File: src/rtl/wb_pkg.sv
// rtl/wb_pkg.sv - shared Wishbone widths and arbiter state encoding
package wb_pkg;

  localparam int WB_DATA_W = 32;
  localparam int WB_ADDR_W = 32;
  localparam int WB_SEL_W  = WB_DATA_W / 8;

  typedef enum logic [1:0] {
    ARB_IDLE,
    ARB_OWN0,
    ARB_OWN1
  } arb_state_t;

  // Ownership state for a given controller port index.
  function automatic arb_state_t own_state(input logic port);
    return port ? ARB_OWN1 : ARB_OWN0;
  endfunction

endpackage

File: src/rtl/wb_arbiter2_if.sv
// rtl/wb_arbiter2_if.sv - B4 pipelined Wishbone bundle with controller/peripheral views
interface wb_arbiter2_if;
  import wb_pkg::*;

  logic                 cyc;
  logic                 stb;
  logic                 we;
  logic [WB_SEL_W-1:0]  sel;
  logic [WB_ADDR_W-1:0] addr;
  logic [WB_DATA_W-1:0] wdata;
  logic [WB_DATA_W-1:0] rdata;
  logic                 ack;
  logic                 stall;

  // Side that issues requests.
  modport controller (
    output cyc, stb, we, sel, addr, wdata,
    input  rdata, ack, stall
  );

  // Side that services requests.
  modport peripheral (
    input  cyc, stb, we, sel, addr, wdata,
    output rdata, ack, stall
  );

endinterface

File: src/rtl/wb_outstanding_ctr.sv
// rtl/wb_outstanding_ctr.sv - accepted-but-unacked request counter with cap flag
module wb_outstanding_ctr #(
  parameter int MAX_OUTSTANDING = 4
) (
  input  logic i_clk,
  input  logic i_rst_n,
  input  logic i_inc,
  input  logic i_dec,
  input  logic i_clr,
  output logic o_full
);

  localparam int CW = $clog2(MAX_OUTSTANDING + 1);

  logic [CW-1:0] count_q;
  logic [CW-1:0] count_d;
  logic          inc_eff;
  logic          dec_eff;

  // Cap is judged on the registered count; an ack in the same cycle only
  // takes effect on the following cycle.
  assign o_full = (count_q == CW'(MAX_OUTSTANDING));

  // An ack with nothing outstanding (e.g. a stray after abort) is ignored.
  assign dec_eff = i_dec && (count_q != '0);
  assign inc_eff = i_inc && !o_full;

  // Next count: clear wins, simultaneous accept and ack cancel out.
  always_comb begin
    count_d = count_q;
    if (i_clr) begin
      count_d = '0;
    end else if (inc_eff && !dec_eff) begin
      count_d = count_q + CW'(1);
    end else if (!inc_eff && dec_eff) begin
      count_d = count_q - CW'(1);
    end
  end

  // Count register.
  always_ff @(posedge i_clk or negedge i_rst_n) begin
    if (!i_rst_n) begin
      count_q <= '0;
    end else begin
      count_q <= count_d;
    end
  end

endmodule

File: src/rtl/wb_arbiter2.sv
// rtl/wb_arbiter2.sv - two-to-one pipelined Wishbone arbiter, round-robin per bus cycle
module wb_arbiter2
  import wb_pkg::*;
#(
  parameter int MAX_OUTSTANDING = 4,
  parameter int ROUND_ROBIN     = 1
) (
  input  logic               i_clk,
  input  logic               i_rst_n,
  wb_arbiter2_if.peripheral  c0,
  wb_arbiter2_if.peripheral  c1,
  wb_arbiter2_if.controller  p
);

  arb_state_t grant_q;
  arb_state_t grant_d;
  logic       last_q;
  logic       last_d;
  logic       release_w;
  logic       ctr_full;
  logic       ctr_clr;
  logic       ctr_dec;
  logic       stb_fwd;

  // Owner dropping cyc ends its ownership in that same cycle.
  assign release_w = ((grant_q == ARB_OWN0) && !c0.cyc) ||
                     ((grant_q == ARB_OWN1) && !c1.cyc);

  // Counter is held at zero whenever nobody owns the bus, so a stray ack
  // after release can never leak into the next owner's accounting.
  assign ctr_clr = (grant_q == ARB_IDLE) || release_w;
  assign ctr_dec = p.ack && (grant_q != ARB_IDLE);

  wb_outstanding_ctr #(
    .MAX_OUTSTANDING (MAX_OUTSTANDING)
  ) u_ctr (
    .i_clk   (i_clk),
    .i_rst_n (i_rst_n),
    .i_inc   (stb_fwd && !p.stall),
    .i_dec   (ctr_dec),
    .i_clr   (ctr_clr),
    .o_full  (ctr_full)
  );

  // Next ownership: grant from IDLE only, hold while the owner keeps cyc.
  always_comb begin
    grant_d = grant_q;
    last_d  = last_q;
    case (grant_q)
      ARB_IDLE: begin
        if (c0.cyc && c1.cyc) begin
          grant_d = (ROUND_ROBIN != 0) ? own_state(!last_q) : ARB_OWN0;
        end else if (c0.cyc) begin
          grant_d = ARB_OWN0;
        end else if (c1.cyc) begin
          grant_d = ARB_OWN1;
        end
      end
      ARB_OWN0: begin
        if (!c0.cyc) begin
          grant_d = ARB_IDLE;
          last_d  = 1'b0;
        end
      end
      ARB_OWN1: begin
        if (!c1.cyc) begin
          grant_d = ARB_IDLE;
          last_d  = 1'b1;
        end
      end
      default: begin
        grant_d = ARB_IDLE;
      end
    endcase
  end

  // Ownership and last-served registers; port 0 wins the first contention.
  always_ff @(posedge i_clk or negedge i_rst_n) begin
    if (!i_rst_n) begin
      grant_q <= ARB_IDLE;
      last_q  <= 1'b1;
    end else begin
      grant_q <= grant_d;
      last_q  <= last_d;
    end
  end

  assign p.stb = stb_fwd;

  // Request mux to the peripheral and response demux back to the owner.
  always_comb begin
    stb_fwd  = 1'b0;
    p.cyc    = 1'b0;
    p.we     = 1'b0;
    p.sel    = '0;
    p.addr   = '0;
    p.wdata  = '0;
    c0.stall = 1'b1;
    c0.ack   = 1'b0;
    c0.rdata = '0;
    c1.stall = 1'b1;
    c1.ack   = 1'b0;
    c1.rdata = '0;
    case (grant_q)
      ARB_OWN0: begin
        p.cyc    = c0.cyc;
        stb_fwd  = c0.stb && !ctr_full;
        p.we     = c0.we;
        p.sel    = c0.sel;
        p.addr   = c0.addr;
        p.wdata  = c0.wdata;
        c0.stall = p.stall || ctr_full;
        c0.ack   = p.ack;
        c0.rdata = p.rdata;
      end
      ARB_OWN1: begin
        p.cyc    = c1.cyc;
        stb_fwd  = c1.stb && !ctr_full;
        p.we     = c1.we;
        p.sel    = c1.sel;
        p.addr   = c1.addr;
        p.wdata  = c1.wdata;
        c1.stall = p.stall || ctr_full;
        c1.ack   = p.ack;
        c1.rdata = p.rdata;
      end
      default: begin
      end
    endcase
  end

endmodule
File: src/flat_wrapper.sv
// flat-port wrapper written by rule: the top's interface ports become plain ports
module wb_arbiter2_flat import wb_pkg::*;
#(
  parameter int MAX_OUTSTANDING = 4,
  parameter int ROUND_ROBIN     = 1
)
  (i_clk, i_rst_n, c0_cyc, c0_stb, c0_we, c0_sel, c0_addr, c0_wdata, c0_rdata, c0_ack, c0_stall, c1_cyc, c1_stb, c1_we, c1_sel, c1_addr, c1_wdata, c1_rdata, c1_ack, c1_stall, p_cyc, p_stb, p_we, p_sel, p_addr, p_wdata, p_rdata, p_ack, p_stall);
  wb_arbiter2_if c0_i ();
  wb_arbiter2_if c1_i ();
  wb_arbiter2_if p_i ();
  input  logic i_clk;
  input  logic i_rst_n;
  input wire logic [$bits(c0_i.cyc)-1:0] c0_cyc;
  input wire logic [$bits(c0_i.stb)-1:0] c0_stb;
  input wire logic [$bits(c0_i.we)-1:0] c0_we;
  input wire logic [$bits(c0_i.sel)-1:0] c0_sel;
  input wire logic [$bits(c0_i.addr)-1:0] c0_addr;
  input wire logic [$bits(c0_i.wdata)-1:0] c0_wdata;
  output wire logic [$bits(c0_i.rdata)-1:0] c0_rdata;
  output wire logic [$bits(c0_i.ack)-1:0] c0_ack;
  output wire logic [$bits(c0_i.stall)-1:0] c0_stall;
  input wire logic [$bits(c1_i.cyc)-1:0] c1_cyc;
  input wire logic [$bits(c1_i.stb)-1:0] c1_stb;
  input wire logic [$bits(c1_i.we)-1:0] c1_we;
  input wire logic [$bits(c1_i.sel)-1:0] c1_sel;
  input wire logic [$bits(c1_i.addr)-1:0] c1_addr;
  input wire logic [$bits(c1_i.wdata)-1:0] c1_wdata;
  output wire logic [$bits(c1_i.rdata)-1:0] c1_rdata;
  output wire logic [$bits(c1_i.ack)-1:0] c1_ack;
  output wire logic [$bits(c1_i.stall)-1:0] c1_stall;
  output wire logic [$bits(p_i.cyc)-1:0] p_cyc;
  output wire logic [$bits(p_i.stb)-1:0] p_stb;
  output wire logic [$bits(p_i.we)-1:0] p_we;
  output wire logic [$bits(p_i.sel)-1:0] p_sel;
  output wire logic [$bits(p_i.addr)-1:0] p_addr;
  output wire logic [$bits(p_i.wdata)-1:0] p_wdata;
  input wire logic [$bits(p_i.rdata)-1:0] p_rdata;
  input wire logic [$bits(p_i.ack)-1:0] p_ack;
  input wire logic [$bits(p_i.stall)-1:0] p_stall;
  assign c0_i.cyc = c0_cyc;
  assign c0_i.stb = c0_stb;
  assign c0_i.we = c0_we;
  assign c0_i.sel = c0_sel;
  assign c0_i.addr = c0_addr;
  assign c0_i.wdata = c0_wdata;
  assign c0_rdata = c0_i.rdata;
  assign c0_ack = c0_i.ack;
  assign c0_stall = c0_i.stall;
  assign c1_i.cyc = c1_cyc;
  assign c1_i.stb = c1_stb;
  assign c1_i.we = c1_we;
  assign c1_i.sel = c1_sel;
  assign c1_i.addr = c1_addr;
  assign c1_i.wdata = c1_wdata;
  assign c1_rdata = c1_i.rdata;
  assign c1_ack = c1_i.ack;
  assign c1_stall = c1_i.stall;
  assign p_cyc = p_i.cyc;
  assign p_stb = p_i.stb;
  assign p_we = p_i.we;
  assign p_sel = p_i.sel;
  assign p_addr = p_i.addr;
  assign p_wdata = p_i.wdata;
  assign p_i.rdata = p_rdata;
  assign p_i.ack = p_ack;
  assign p_i.stall = p_stall;
  wb_arbiter2 #(.MAX_OUTSTANDING(MAX_OUTSTANDING), .ROUND_ROBIN(ROUND_ROBIN)) u_core (.i_clk(i_clk), .i_rst_n(i_rst_n), .c0(c0_i), .c1(c1_i), .p(p_i));
endmodule
File: config.mk
export PLATFORM = sky130hd
export DESIGN_NAME = wb_arbiter2_flat
export DESIGN_NICKNAME = d
export VERILOG_FILES = /design/src/rtl/wb_pkg.sv /design/src/rtl/wb_arbiter2_if.sv /design/src/rtl/wb_outstanding_ctr.sv /design/src/rtl/wb_arbiter2.sv /design/src/flat_wrapper.sv
export SDC_FILE = /design/constraint.sdc
export NUM_CORES = 1
export LEC_CHECK = 0
export ABC_AREA = 1
export CAP_MARGIN = 10
export CORE_AREA = 2 2 121 123
export DETAILED_ROUTE_END_ITERATION = 8
export DIE_AREA = 0 0 123 125
export GPL_ROUTABILITY_DRIVEN = 0
export GPL_TIMING_DRIVEN = 0
export PLACE_DENSITY_LB_ADDON = 0.08
export SLEW_MARGIN = 20
export SYNTH_ARGS = -nofsm -noshare
export SYNTH_HDL_FRONTEND = slang
export SYNTH_SLANG_ARGS = --single-unit
File: constraint.sdc
create_clock -name i_clk -period 2.1 [get_ports i_clk]
set_clock_uncertainty 0.1 [all_clocks]
set_input_delay 0.42 -clock i_clk [delete_from_list [all_inputs] [get_ports i_clk]]
set_output_delay 0.42 -clock i_clk [all_outputs]
set_load 0.03 [all_outputs]
# Yosys cells after proc, flatten, opt, wreduce, memory -nomap -nowiden
# Cells that the tools add are included.
# word_totals
elab_cells	63
reg_bits	6
# op_classes
n_mux	25
addsub	2
reduce_logical	27
eq_ne	6
# op_table
operator	count
$pmux W32 S2	2
$mux W32	2
$mux W2	6
$logic_and A1 B1 Y1	11
$mux W3	3
$pmux W1 S2	4
$pmux W4 S2	1
$logic_not A1 Y1	6
$mux W1	6
$pmux W2 S3	1
$reduce_and A3 Y1	2
$reduce_bool A3 Y1	2
$ne A2 B2 Y1 const B	2
$ne A4 B4 Y1 const B	1
$reduce_bool A2 Y1	2
$add A3 B1 Y3 const B	1
$eq A3 B3 Y1 const B	1
$logic_or A1 B1 Y1	3
$sub A3 B1 Y3 const B	1
$eq A2 B1 Y1 const B	1
$eq A2 B2 Y1 const B	1
$logic_not A2 Y1	1

# Depth between registers and ports, before layout
# Gate-level depths: netlist of run 1.
# logic_depth
word_depth	11
ltp_mapped	14

# By module
# Synthesis of run 1 repeated with hierarchy kept, for this count alone.
# unflattened
hier_cells	457
area_unflattened_um2	2173.3
# modules_own_cells
module	n_inst	seq_area_each_um2	cells_each	area_each_um2
wb_arbiter2	1	76.3	421	1911.8
wb_outstanding_ctr	1	75.1	36	261.5

# Worst setup path before layout of run 1
# Ideal clock, no wire load.
# synth_timing
kind	register to register
startpoint	register u_core.grant_q[0]
endpoint	register u_core.u_ctr.count_q[2]
required_ps	1937
path_stages_with_launch	15
synth_period_minus_slack_ps	2299
arrival_ps	2137
setup_ps	63
n_path_buf	2
path_slack_ps	-199
path_cell_list	dfrtp_1 > inv_1 > ha_1 > buf_6 > buf_6 > nand2_1 > o211ai_1 > nor3_1 > ha_1 > inv_1 > fa_1 > nand3b_1 > nand3_1 > nand2_1 > inv_1
# synth_between
elab_chain_len	7
word_cells_on_any_way	20
classes_between	eq/ne: 2; mux: 3; reduce/logical: 15
# synth_lines
element	line	text
from (decl)	wb_arbiter2.sv:15	arb_state_t grant_q;
from (signal assigned)	wb_arbiter2.sv:83	grant_q <= grant_d;
$eq A2 B2 Y1 (tied with other cells)	wb_arbiter2.sv:27, wb_arbiter2.sv:104	
$pmux W1 S2 or $logic_and A1 B1 Y1 (tied branches)	wb_arbiter2.sv:104, wb_arbiter2.sv:32	
$logic_and A1 B1 Y1 (on tied branches)	wb_arbiter2.sv:39, wb_outstanding_ctr.sv:25	
$logic_and A1 B1 Y1 or $logic_not A1 Y1 (tied branches)	wb_outstanding_ctr.sv:26, wb_outstanding_ctr.sv:33	
$logic_and A1 B1 Y1 or $logic_not A1 Y1 (tied branches)	wb_outstanding_ctr.sv:33, wb_outstanding_ctr.sv:35	
$mux W3 or $logic_and A1 B1 Y1 (tied branches)	wb_outstanding_ctr.sv:33, wb_outstanding_ctr.sv:35	
$mux W3 or $reduce_bool A3 Y1 (tied branches)	--	
to (signal assigned)	wb_outstanding_ctr.sv:45	count_q <= count_d;
to (decl)	wb_outstanding_ctr.sv:15	logic [CW-1:0] count_q;
# Several ways; a longest one is shown, not always the timed one.
# A chain may end at the register's enable or synchronous reset.

# Worst setup path after layout of run 1
# layout_timing
startpoint	register u_core.grant_q[0]
endpoint	output port c0_rdata[4]
# layout_between
elab_chain_len	2
# layout_lines
element	line	text
$eq A2 B1 Y1	wb_arbiter2.sv:104	case (grant_q)
$mux W32	wb_arbiter2.sv:104	
to (decl)	flat_wrapper.sv:19	output wire logic [$bits(c0_i.rdata)-1:0] c0_rdata;
# No other way between the ends.

==> metrics.md, run 1 <==
| Metric | Value |
|---|---|
| YS warnings | 0 |
| # setup viols final | 86 |
| Clk_lat worst skew | 230 ps |
| Crit end category | primary output |
| Area grow syn2layout | 205% |
| Max-cap violation count | 0 |
| Gr usage total | 0.169 |
| Hold buffers post-CTS | 0 |
| Cell Chain, Critical Path | buf_4 > ha_4 > buf_12 > buf_12 > buf_12 > buf_8 > nand2_1 > inv_1 > buf_6 |
| Area contributors post-synth | nand2_1 41%, a21oi_1 17%, inv_1 14%, dfrtp_1 6.1%, buf_2 4.4% |
| Initial Util | 0.144 |
| Max Freq | 0.446 GHz |
| Pwr dens | 1350 mW/mm^2 |
| Slowest CP cell | dfrtp_1 |
| Die Y-Extent | 125 um |
| Syn_nets | 627 |
| Number of global-route vias before repair | 3637 |
| Worst-path fanout max | 10 |
| Final Net Count | 965 |
| Routed WL | 14500 um |
| Critical Path Source Type | register |
| Final Critical Period | 2240 ps |
| Count of input and output buffers | 316 |
| Slowest cell delay on critical path | 390 ps |
| Post-synthesis sequential area ratio | 0.0740 |
| Commonest register cell after synthesis | dfrtp_1 |
| Power, Total | 8410 uW |
| Global route overflow | 0 |
| Initial antenna violation count | 1 |
| Util after Layout | 0.440 |
| Failing checks | negative setup slack |
| Cells after Synth | 443 |
| Number of routed nets with antenna violations | 0 |
| Layout cells sized above 1 | 0.364 |
| DR vias | 3930 |
| Largest area contributor in the netlist | nand2_1 |
| Register bit count reported by yosys | 6 |
| Commonest non-fill, non-tap cell in the layout | nand2_1 |
| Average cell area after synthesis | 4.62 um^2 |
| DRC | 0 |
| Worst Tran Pin Value | 311 ps |
| Distinct cells, synth | 20 |
| Critical path class | reg2out |
| Outcome | complete, but fails checks |
| Starting DRC count in detailed routing | 138 |
| Tcrit/Tclk final | 1.07 |
| Worst path most repeated cell | buf_12 |
| RSZ-0062 raised after global routing | true |
| Hold Path Class | in2async |
| Die width | 123 um |
| Core Region | 0.0142 mm^2 |
| H-tree levels | 1 |
| Share of Yosys cell area claimed by the top area cell type | 0.415 |
| First-pass GRT wire length | 20600 um |
| Final Hold Fails | 0 |
| WP data required | 1580 ps |
| CTS tree | done |
| CTS max path bufs | 2 |
| First-pass detailed-route iteration total | 4 |
| Reg clk slew, reported paths | 40 ps |
| Detailed placement HPWL | 11600 um |
| Vias/cell | 4.08 |
| Std-Cell Rows | 44 |
| # IOs | 317 |
| Arrival @ worst endpoint | 1720 ps |
| DR WL/cell | 15.0 um |
| Largest net degree at the start of global routing | 11 |
| Post-synthesis async set-or-reset flop share | 1.00 |
| # diodes | 0 |
| Most frequent cells in the layout | 189 x nand2_1, 177 x clkdlybuf4s50_1, 79 x buf_6 |
| Root Buffer | clkbuf_16 |
| Worst ir drop on vdd | 596 uV |
| Final-report max-slew violation count | 0 |
| Clock sink count | 6 |
| LEAKAGE | 0.00317 uW |
| Synthesized cell area | 0.00205 mm^2 |
| Slew Limit Headroom | 0.793 |
| CTS buffer count | 3 |
| EDFF count, synth | 0 |
| Die ar. | 0.0154 mm^2 |
| Worst setup margin | -140 ps |
## kinds of logic (layout without fill, tap and decap cells)
logic type                 after synthesis  count (layout)  synth area share
AOI/OAI and AO/OA                       76              76             0.187
adders and majority gates                6               6            0.0404
buffers and inverters                  110             447             0.235
DFF                                      6               6            0.0740
and+or+nand+nor                        245             245             0.464
## cell type report
type / instances / area [um^2]
timing repair buffer: 334 / 3340
inverter: 79 / 302
multi-input combinational: 327 / 1800
sequential: 6 / 153
buffer: 30 / 349
tap: 184 / 230
clock buffer: 4 / 78.8
fill: 1492 / 7960
## power by group
| part | internal, uW | switching (uW) |
|---|---|---|
| sequential | 178 | 74.0 |
| clock | 252 | 67.4 |
| combinational | 3240 | 4600 |
## sequential cells by signal, indices dropped and copies added (netlist names)
register	flops
u_core.u_ctr.count_q	3
u_core.last_q	1
u_core.grant_q	2
## what timing repair did
action                     in CTS  in global routing
cloned                          1                  5
pin swaps                      11                 35
setup buffers                   4                  8
gates resized for setup       820                261
setup endpoints to repair     142                142
## through the flow
step	instance area, um^2	setup WS [ps]	instances	setup TNS, ps	hold WS, ps
6_report	6240	-140	964	-5630	341
5_1_grt	6240	-212	964	-13400	361
4_1_cts	5300	-137	951	-7420	348
3_5_place_dp	5460	-653	943	-66440	412
3_3_place_gp	5460	-632	943	-63720	411
2_1_floorplan	2060	-155	443	-244	24.4
## cell usage after synthesis (2+ instances only)
master	n
nand2_1	226
inv_1	78
a21oi_1	71
buf_2	18
nor2_1	9
clkbuf_1	7
buf_6	6
dfrtp_1	5
ha_1	5
nand3_1	4
o21ai_0	4
nor3_1	2
## routing by layer
layer / track usage / wire [um]
met1: 0.194 / 5380
met2: 0.323 / 7740
met3: 0.0347 / 1150
met4: 0.0241 / 185
met5: 0 / 0
## critical path: cells and delay by family (launching register included)
kind | cells | cell delay, ps
fa+ha+maj | 1 | 150
buf+inv | 7 | 870
simple gates | 1 | 60
flops | 1 | 390
## path summary, 6_finish.rpt
| path | startpoint | end | slack, ps | depth (start not counted) |
|---|---|---|---|---|
| worst min register to register | u_core.last_q$_DFFE_PN1P_ | u_core.last_q$_DFFE_PN1P_ | 420 | 2 |
| worst min-delay path | i_rst_n | u_core.u_ctr.count_q[2]$_DFFE_PN0P_ | 340 | 1 |
| min in group i_clk | u_core.last_q$_DFFE_PN1P_ | u_core.last_q$_DFFE_PN1P_ | 420 | 2 |
| worst max-delay path | u_core.grant_q[0]$_DFFE_PN0P_ | c0_rdata[4] | -140 | 9 |
| worst max register to register | u_core.grant_q[1]$_DFFE_PN0P_ | u_core.u_ctr.count_q[1]$_DFFE_PN0P_ | -70 | 10 |
| max in group asynchronous | i_rst_n | u_core.last_q$_DFFE_PN1P_ | 1280 | 1 |
Note: power is estimated with default switching activity, not from simulation.
==> run 2, diff against run 1 <==
RECOVER_POWER = 50   (was default)
==> run 2 against run 1 <==
  * The run still ends with negative setup slack left
  * Power shrank 0.12%
  * Non-clock buffer count is the same
  * First-iteration DRC count shrank 2.9%
  * Hold slack gained 71 ps
  * Via count shrank 0.41%
  * Cell count is the same
  * Register-to-register slack is essentially flat
  * Clock power is essentially flat
  * Routed wire length is essentially flat
  * Die area is the same
  * Largest cell class unchanged
  * Largest power group unchanged
==> metrics.md, run 2 (synthesis gave the netlist of run 1 again) <==
| Metric | Value |
|---|---|
| Bufs and invs on worst path | 5 (-2) |
| Global route overflow | 0 (unchanged) |
| First-pass GRT wire length | 20600 um (unchanged) |
| Clk_lat worst skew | 230 ps (about the same) |
| Worst path most repeated cell | buf_12 |
| Slowest CP cell | dfrtp_1 |
| Cell Chain, Critical Path | clkbuf_1 > ha_4 > buf_12 > buf_12 > clkbuf_16 > nand2_2 > a21oi_2 > buf_6 |
| Failing checks | negative setup slack |
| Routed WL | 14400 um (about the same) |
| Pwr dens | 1350 mW/mm^2 (about the same) |
| Worst setup margin | -145 ps (-4.92 ps) |
| Initial Util | 0.144 (unchanged) |
| Die ar. | 0.0154 mm^2 (unchanged) |
| RSZ-0062 raised after global routing | true |
| Outcome | complete, but fails checks |
| Slowest cell delay on critical path | 370 ps (-20 ps) |
| CTS max path bufs | 2 (unchanged) |
| Final Hold Fails | 0 (unchanged) |
| Die width | 123 um (unchanged) |
| Layout cells sized above 1 | 0.362 (-0.00256) |
| Area grow syn2layout | 205% (about the same) |
| R2R cell count | 10 (unchanged) |
| DR vias | 3914 (-0.41%) |
| Critical path class | reg2out |
| # diodes | 0 (unchanged) |
| Largest net degree at the start of global routing | 11 (unchanged) |
| Arrival @ worst endpoint | 1720 ps (about the same) |
| Count of input and output buffers | 316 (unchanged) |
| Max Freq | 0.445 GHz (-0.22%) |
| Core Region | 0.0142 mm^2 (unchanged) |
| Largest registers | u_core.u_ctr.count_q x3, u_core.grant_q x2, u_core.last_q x1 |
| Hold Path Class | in2async |
| Final Net Count | 965 (unchanged) |
| Slew Limit Headroom | 0.793 (unchanged) |
| Reg2reg setup slack | -70 ps (about the same) |
| Reg clk slew, reported paths | 40 ps (about the same) |
| Biggest register | u_core.u_ctr.count_q |
| Critical Path Source Type | register |
| Worst-path fanout max | 8 (-2) |
| CTS tree | done |
| Number of global-route vias before repair | 3637 (unchanged) |
| Initial antenna violation count | 1 (unchanged) |
| First-pass detailed-route iteration total | 4 (unchanged) |
| Final Critical Period | 2240 ps (+4.92 ps) |
| # IOs | 317 (unchanged) |
| Tcrit/Tclk final | 1.07 (+0.00234) |
| DRC | 0 (unchanged) |
| Root Buffer | clkbuf_16 |
| Util after Layout | 0.439 (about the same) |
| WP data required | 1580 ps (about the same) |
| Vias/cell | 4.06 (-0.41%) |
| Number of routed nets with antenna violations | 0 (unchanged) |
| # setup viols final | 89 (+3.5%) |
| Gr usage total | 0.169 (unchanged) |
| Max-cap violation count | 0 (unchanged) |
| Crit end category | primary output |
| Die Y-Extent | 125 um (unchanged) |
| Worst Tran Pin Value | 311 ps (unchanged) |
| Most frequent cells in the layout | 189 x nand2_1, 176 x clkdlybuf4s50_1, 79 x buf_6 |
| Reg2reg end | u_core.u_ctr.count_q[1]$_DFFE_PN0P_ |
| Std-Cell Rows | 44 (unchanged) |
| Worst r2r src | u_core.grant_q[1]$_DFFE_PN0P_ |
| DR WL/cell | 15.0 um (about the same) |
| Place WS | -653 ps (unchanged) |
| Detailed placement HPWL | 11600 um (unchanged) |
| Max reg flops | 3 (unchanged) |
| Commonest non-fill, non-tap cell in the layout | nand2_1 |
| Worst ir drop on vdd | 596 uV (about the same) |
| Sum Neg Setup Slack | -6560 ps (-929 ps) |
| H-tree levels | 1 (unchanged) |
| CP top delay family | buffers and inverters |
| Crit path launch | u_core.grant_q[0]$_DFFE_PN0P_ |
| CTS buffer count | 3 (unchanged) |
| Starting DRC count in detailed routing | 134 (-2.9%) |
| Clock sink count | 6 (unchanged) |
| Final-report max-slew violation count | 0 (unchanged) |
| LEAKAGE | 0.00316 uW (-0.11%) |
-- run 2: what timing repair did --
action | 4_1_cts | 5_1_grt
endpoints found under the setup margin | 142 | 142
setup buffers | 4 | 8
gates cloned | 1 | 5
pin swaps | 11 | 35
resized for setup | 820 | 261
hold buffers | 0 | 0
-- run 2: per-layer routing --
metal	wire length, um	track usage	part of all wire	up-vias
li1	-	-	-	1991
met1	5380	0.194	0.37	1749
met2	7740	0.323	0.54	164
met3	1150	0.0347	0.079	10
met4	179	0.0241	0.012	0
met5	0	0	0	-
-- run 2: worst reg2reg max path: stages (launching register included) --
cell and delay (ps):
dfrtp_2 450, ha_4 220, buf_6 120, nand2_2 40, o211ai_1 110, nor3_2 140, ha_2 210, inv_2 40
fa_2 510, nand2_1 50, a21oi_1 120
-- run 2: worst max-delay path by stage --
stage	to	slack (ps)	cells after the start
final	p_wdata[9]	-140	8
after CTS	u_core.u_ctr.count_q[1]$_DFFE_PN0P_	-140	9
after floorplan	u_core.u_ctr.count_q[1]$_DFFE_PN0P_	-150	11
after global routing	p_wdata[9]	-210	8
after detailed placement	p_addr[27]	-650	6
after global placement	p_cyc	-630	6
-- run 2: power by group --
group	switching, uW	total (uW)	internal [uW]
clock network	67.1	319	252
logic	4600	7830	3230
registers	73.6	252	178
-- run 2: metrics by stage --
step	cell area [um^2]	power, uW	hold slack, ps	instances
6_report	6240	8400	412	964
2_1_floorplan	2060	4050	24.4	443
3_5_place_dp	5460	6770	412	943
3_3_place_gp	5460	6740	411	943
4_1_cts	5300	7120	348	951
5_1_grt	6240	8990	431	964
-- run 2: cell type report --
| type | count | area, um^2 |
|---|---|---|
| Buffer | 30 | 349 |
| Clock buffer | 4 | 78.8 |
| Fill cell | 1494 | 7960 |
| Inverter | 79 | 302 |
| Multi-Input combinational cell | 327 | 1800 |
| Sequential cell | 6 | 153 |
| Tap cell | 184 | 230 |
| Timing Repair Buffer | 334 | 3330 |
